File: src/rtl/div_pkg.sv
// Shared types and widths for the two-requester divider arbiter.
// Holds the FSM state enum, datapath widths and the round-robin pick helper.
package div_pkg;

  localparam int X_W   = 8;
  localparam int Y_W   = 4;
  localparam int Q_W   = 8;
  localparam int R_W   = 5;
  localparam int N_REQ = 2;

  typedef enum logic [1:0] {
    IDLE = 2'd0,
    CALC = 2'd1,
    RESP = 2'd2
  } state_e;

  // One-hot pick: the requester holding priority wins a tie, otherwise
  // whichever single requester is valid.
  function automatic logic [N_REQ-1:0] rr_pick(input logic [N_REQ-1:0] valid,
                                               input logic             prio);
    logic [N_REQ-1:0] pick;
    pick = '0;
    if (valid[prio]) begin
      pick[prio] = 1'b1;
    end else if (valid[~prio]) begin
      pick[~prio] = 1'b1;
    end
    return pick;
  endfunction

endpackage

File: src/rtl/divider.sv
// Combinational restoring array divider: q = floor(x/y), r = x mod y.
// A zero divisor gives whatever the array produces (q all ones).
module divider
  import div_pkg::*;
(
  input  logic [X_W-1:0] x,
  input  logic [Y_W-1:0] y,
  output logic [Q_W-1:0] q,
  output logic [R_W-1:0] r
);

  logic [R_W-1:0] rem;
  logic [R_W-1:0] y_ext;

  assign y_ext = R_W'(y);

  always_comb begin
    q   = '0;
    rem = '0;
    // NOTE: blocking assignments chain each array row into the next within one evaluation; <= would only see the previous value.
    for (int i = X_W - 1; i >= 0; i--) begin
      rem = {rem[R_W-2:0], x[i]};
      if (rem >= y_ext) begin
        rem  = rem - y_ext;
        q[i] = 1'b1;
      end
    end
    r = rem;
  end

endmodule

File: src/rtl/div_arbiter.sv
// Round-robin arbiter sharing one combinational divider between two requesters.
// Optional `DIV_ZERO_CHK_EN: y == 0 bypasses the divider and flags rsp_err.
module div_arbiter
  import div_pkg::*;
#(
  parameter int HOLD_CYCLES = 1
) (
  input  logic             clk,
  input  logic             rst,
  input  logic [N_REQ-1:0] req_valid,
  output logic [N_REQ-1:0] req_ready,
  input  logic [X_W-1:0]   x0,
  input  logic [X_W-1:0]   x1,
  input  logic [Y_W-1:0]   y0,
  input  logic [Y_W-1:0]   y1,
  output logic [N_REQ-1:0] rsp_valid,
  input  logic [N_REQ-1:0] rsp_ready,
  output logic [Q_W-1:0]   rsp_q,
  output logic [R_W-1:0]   rsp_r,
  output logic             rsp_err,
  output logic             busy
);

  localparam int             CNT_W     = 4;
  localparam logic [CNT_W-1:0] HOLD_INIT = CNT_W'(HOLD_CYCLES);

  state_e           state, state_next;
  logic [CNT_W-1:0] cnt;
  logic             prio;
  logic             grant;
  logic [X_W-1:0]   x_reg;
  logic [Y_W-1:0]   y_reg;

  logic [N_REQ-1:0] win;
  logic             win_idx;
  logic             accept;
  logic             capture;
  logic             done;

  logic [Q_W-1:0]   div_q;
  logic [R_W-1:0]   div_r;
  logic [Q_W-1:0]   q_cap;
  logic [R_W-1:0]   r_cap;

  assign win     = rr_pick(req_valid, prio);
  assign win_idx = win[1];
  assign busy    = (state != IDLE);

  always_ff @(posedge clk) begin
    if (rst) begin
      state <= IDLE;
    end else begin
      state <= state_next;
    end
  end

  always_comb begin
    // NOTE: every output of this block gets a default first so no path leaves a latch behind.
    state_next = state;
    req_ready  = '0;
    rsp_valid  = '0;
    accept     = 1'b0;
    capture    = 1'b0;
    done       = 1'b0;
    case (state)
      IDLE: begin
        req_ready = win;
        if (|win) begin
          accept     = 1'b1;
          state_next = CALC;
        end
      end
      CALC: begin
        if (cnt == CNT_W'(1)) begin
          capture    = 1'b1;
          state_next = RESP;
        end
      end
      RESP: begin
        rsp_valid = N_REQ'(1) << grant;
        if (rsp_ready[grant]) begin
          done       = 1'b1;
          state_next = IDLE;
        end
      end
      default: state_next = IDLE;
    endcase
    // A reset cycle must not look like a completed handshake to either side.
    if (rst) begin
      req_ready = '0;
      rsp_valid = '0;
    end
  end

  always_ff @(posedge clk) begin
    if (rst) begin
      cnt   <= '0;
      prio  <= 1'b0;
      rsp_q <= '0;
      rsp_r <= '0;
    end else begin
      if (accept) begin
        cnt <= HOLD_INIT;
      end else if (state == CALC) begin
        cnt <= cnt - 1'b1;
      end
      if (capture) begin
        rsp_q <= q_cap;
        rsp_r <= r_cap;
      end
      if (done) begin
        prio <= ~grant;
      end
    end
  end

  // NOTE: operand and grant registers have no reset; they are always loaded on accept before anything reads them.
  always_ff @(posedge clk) begin
    if (accept) begin
      x_reg <= win_idx ? x1 : x0;
      y_reg <= win_idx ? y1 : y0;
      grant <= win_idx;
    end
  end

  divider u_divider (
    .x (x_reg),
    .y (y_reg),
    .q (div_q),
    .r (div_r)
  );

`ifdef DIV_ZERO_CHK_EN
  logic div_zero;
  logic err_q;

  assign div_zero = (y_reg == '0);
  assign q_cap    = div_zero ? '1 : div_q;
  assign r_cap    = div_zero ? '0 : div_r;
  assign rsp_err  = err_q;

  always_ff @(posedge clk) begin
    if (rst) begin
      err_q <= 1'b0;
    end else if (capture) begin
      err_q <= div_zero;
    end
  end
`else
  assign q_cap   = div_q;
  assign r_cap   = div_r;
  assign rsp_err = 1'b0;
`endif

  a_req_ready_onehot: assert property (@(posedge clk) disable iff (rst) $onehot0(req_ready));
  a_rsp_valid_onehot: assert property (@(posedge clk) disable iff (rst) $onehot0(rsp_valid));
  a_resp_stable: assert property (@(posedge clk) disable iff (rst)
    (state == RESP && !done) |=> ($stable(rsp_q) && $stable(rsp_r) && $stable(rsp_valid)));

endmodule

File: config.mk
export PLATFORM = sky130hd
export DESIGN_NAME = div_arbiter
export DESIGN_NICKNAME = d
export VERILOG_FILES = /design/src/rtl/div_pkg.sv /design/src/rtl/divider.sv /design/src/rtl/div_arbiter.sv
export SDC_FILE = /design/constraint.sdc
export NUM_CORES = 1
export LEC_CHECK = 0
export ABC_AREA = 1
export BUFFER_PORTS_ARGS = -buffer_cell sky130_fd_sc_hd__buf_2
export CAP_MARGIN = 40
export CORE_UTILIZATION = 29
export CTS_BUF_LIST = sky130_fd_sc_hd__clkbuf_16
export CTS_CLUSTER_SIZE = 12
export DETAILED_ROUTE_END_ITERATION = 6
export GPL_ROUTABILITY_DRIVEN = 1
export PLACE_DENSITY = 0.53
export SETUP_SLACK_MARGIN = 0.2
export SLEW_MARGIN = 20
export SYNTH_ARGS = -nofsm -noshare
export SYNTH_HDL_FRONTEND = slang
export SYNTH_HIERARCHICAL = 1
export SYNTH_SLANG_ARGS = --single-unit
File: constraint.sdc
create_clock -name clk -period 14.88 [get_ports clk]
set_input_delay 2.232 -clock clk [delete_from_list [all_inputs] [get_ports clk]]
set_output_delay 2.232 -clock clk [all_outputs]
set_load 0.02 [all_outputs]
==> results_dict.tcl <==
set metrics [dict create \
    detailroute.via_count 3078 \
    worst-setup-path-type "reg -> reg" \
    pin_count 49 \
    grt_pass1_wl_microns 13400 \
    fin_tns_setup_ns 0 \
    synth_cell_types 36 \
    fillerInstances 1252 \
    detail_route.iter0.violations 85 \
    clk_pin_slew_worst_paths_ns 0.06 \
    clock_buffer_count_from_cts 5 \
    timing.slew.headroom 0.518 \
    outcome "finished, final reports clean" \
    core_area_sq_um 11400 \
    hold_buffers_post_cts 0 \
    setup_viol_count_final 0 \
    timing.critical_path.required_ns 15.06 \
    multi_input_combinational_cell_area_sq_um 2240 \
    crit_fanout 11 \
    hold_viol_final 0 \
    synth_async_sr_flop_share 0 \
    cts.sinks 33 \
    grt_start_max_net_pins 17 \
    synth.net_count 550 \
    site_rows 39 \
    final_critical_path_time_including_i_o_delays_and_setup_ns 11.26 \
    final_max_slew_viol_count 0 \
    place.detailed.hpwl_microns 6310 \
    drt-wirelength-per-cell_microns 11.3 \
    areaGrowthSynthToFinish_pct 15.0 \
    post_cts_buffers 0 \
    avgSynthCellArea_sq_um 7.06 \
    cp.arrival_ns 11.44 \
    die_w_microns 110 \
    cts_htree_levels 2 \
    drt-vias-per-instance 4.59 \
    floorplan.initialDensity 0.297 \
    grt_setup_unrepaired "false" \
    cts_max_path_buffers 2 \
    critical_path_endpoint_category "flop" \
    min-delay-path-class "reg -> reg" \
    finClkSkew_ns 0.00442 \
    ys_seq_area_frac 0.233 \
    syn_area_sq_um 3390 \
    cap_violations 0 \
    cts_repair_resize_count 0 \
    max_freq_ghz 0.0888 \
    yosysWarnings 6 \
    register_area_sq_um 791 \
    route.detailed.drc 0 \
    slowest_delay_ns 0.63 \
    cp-start-kind "flop" \
    synth_enable_flop_cells 13 \
    cpMostUsedCell "nand2_1" \
    tightest_slew_ns 0.718 \
    yosys_most_used_dff "dfxtp_1" \
    syn_inst 481 \
    port-buffer-count 47 \
    timing.final.crit_share 0.757 \
    layout.nets 596 \
    first_global_vias 3086 \
    gp_routability_congestion 0.848 \
    detail_route.wirelength_microns 7600 \
    yosys_register_bits 33 \
    antenna_cells 0 \
    detail_route.first_pass.iterations 5 \
    cts.root.buffer_cell "clkbuf_16" \
    layout-drive-gt1-share 0.189 \
    floorplan.die_area_sq_um 12100 \
    crit_slowest_cell "edfxtp_1" \
    grt_antenna_before_repair 0 \
    grt_use_total 0.140 \
    tritoncts_clock_tree "built" \
    die_h_microns 110 \
    worstSkewPairLatency_ns 0.28 \
    antenna_violating_nets_post_route 0 \
    global_route.overflow_total 0 \
]
layout make-up:
type / count / area share
clock buffers: 5 / 0.0320
clock inverters: 3 / 0.00417
inverters: 84 / 0.0807
multi-input cells: 355 / 0.573
flip-flops and latches: 33 / 0.202
well taps: 143 / 0.0458
repair buffers: 48 / 0.0622
Yosys cell counts (6+ instances only):
| library cell | instances | area [sq um] |
|---|---|---|
| nand3_4 | 8 | 140 |
| nand4_1 | 18 | 113 |
| nand3_1 | 35 | 175 |
| inv_1 | 82 | 308 |
| ha_1 | 32 | 400 |
| edfxtp_1 | 13 | 390 |
| fa_1 | 7 | 140 |
| buf_2 | 6 | 30.0 |
| nand2_1 | 130 | 488 |
| xor2_1 | 9 | 78.8 |
| a21oi_1 | 12 | 60.1 |
| xnor2_1 | 6 | 52.6 |
| dfxtp_1 | 20 | 400 |
| nand2_2 | 13 | 81.3 |
| nor2_1 | 46 | 173 |
path summary, 6_finish.rpt:
path                                            start                     to  slack, ns  cells after the start
worst max-delay path               y_reg[1]$_DFFE_PP_  rsp_r[3]$_SDFFE_PP0P_       3.62                     71
worst max register to register     y_reg[1]$_DFFE_PP_  rsp_r[3]$_SDFFE_PP0P_       3.62                     71
worst min register to register  rsp_r[2]$_SDFFE_PP0P_  rsp_r[2]$_SDFFE_PP0P_       0.48                      2
worst min-delay path            rsp_r[2]$_SDFFE_PP0P_  rsp_r[2]$_SDFFE_PP0P_       0.48                      2
cells in the final DEF (no fill, tap or decap), types with 4 or more instances in the layout:
master / instances
nand2_1: 130
nand4_1: 18
nand3_4: 8
inv_1: 82
nand3_2: 5
fa_1: 7
nand2_2: 13
nor3_1: 5
xnor2_1: 6
edfxtp_1: 13
buf_2: 47
ha_1: 32
nand2_4: 4
nor2_1: 46
nand3_1: 35
a21oi_1: 12
dfxtp_1: 20
xor2_1: 9
clkbuf_16: 5
logic make-up after synthesis:
kind of cell / count (synthesis) / synth area share
AND/OR/NAND/NOR: 272 / 0.401
buffers and inverters: 93 / 0.108
adder cells (fa/ha/maj): 39 / 0.159
flip-flops: 33 / 0.233
AO/OA/AOI/OAI: 28 / 0.0590
XOR/XNOR: 15 / 0.0387
other: 1 / 0.00110
through the flow:
stage	worst slack, ns	instance area [sq um]	hold slack [ns]	instances	util
after floorplan	4.95	3390	0.458	481	-
after global placement	3.82	3760	0.465	662	0.329
after detailed placement	3.60	3760	0.472	663	0.330
after CTS	3.59	3910	0.485	671	0.342
after global routing	2.25	3910	0.513	671	0.342
final	3.62	3910	0.478	671	0.342
critical path: cells and delay by family (launching register included):
| family | cells | cell delay (ns) |
|---|---|---|
| fa+ha+maj | 8 | 2.39 |
| compound gates | 14 | 2.75 |
| buf+inv | 9 | 1.04 |
| flops | 1 | 0.63 |
| simple gates | 40 | 4.37 |
routing by layer:
metal / share of wire / vias to the layer above / track usage
li1: - / 1622 / -
met1: 0.45 / 1395 / 0.164
met2: 0.50 / 53 / 0.257
met3: 0.027 / 8 / 0.0200
met4: 0.020 / 0 / 0.0517
met5: 0 / - / 0
Power is not shown: default switching activity piles up to over one toggle a cycle in this logic, so the estimate is an artifact.
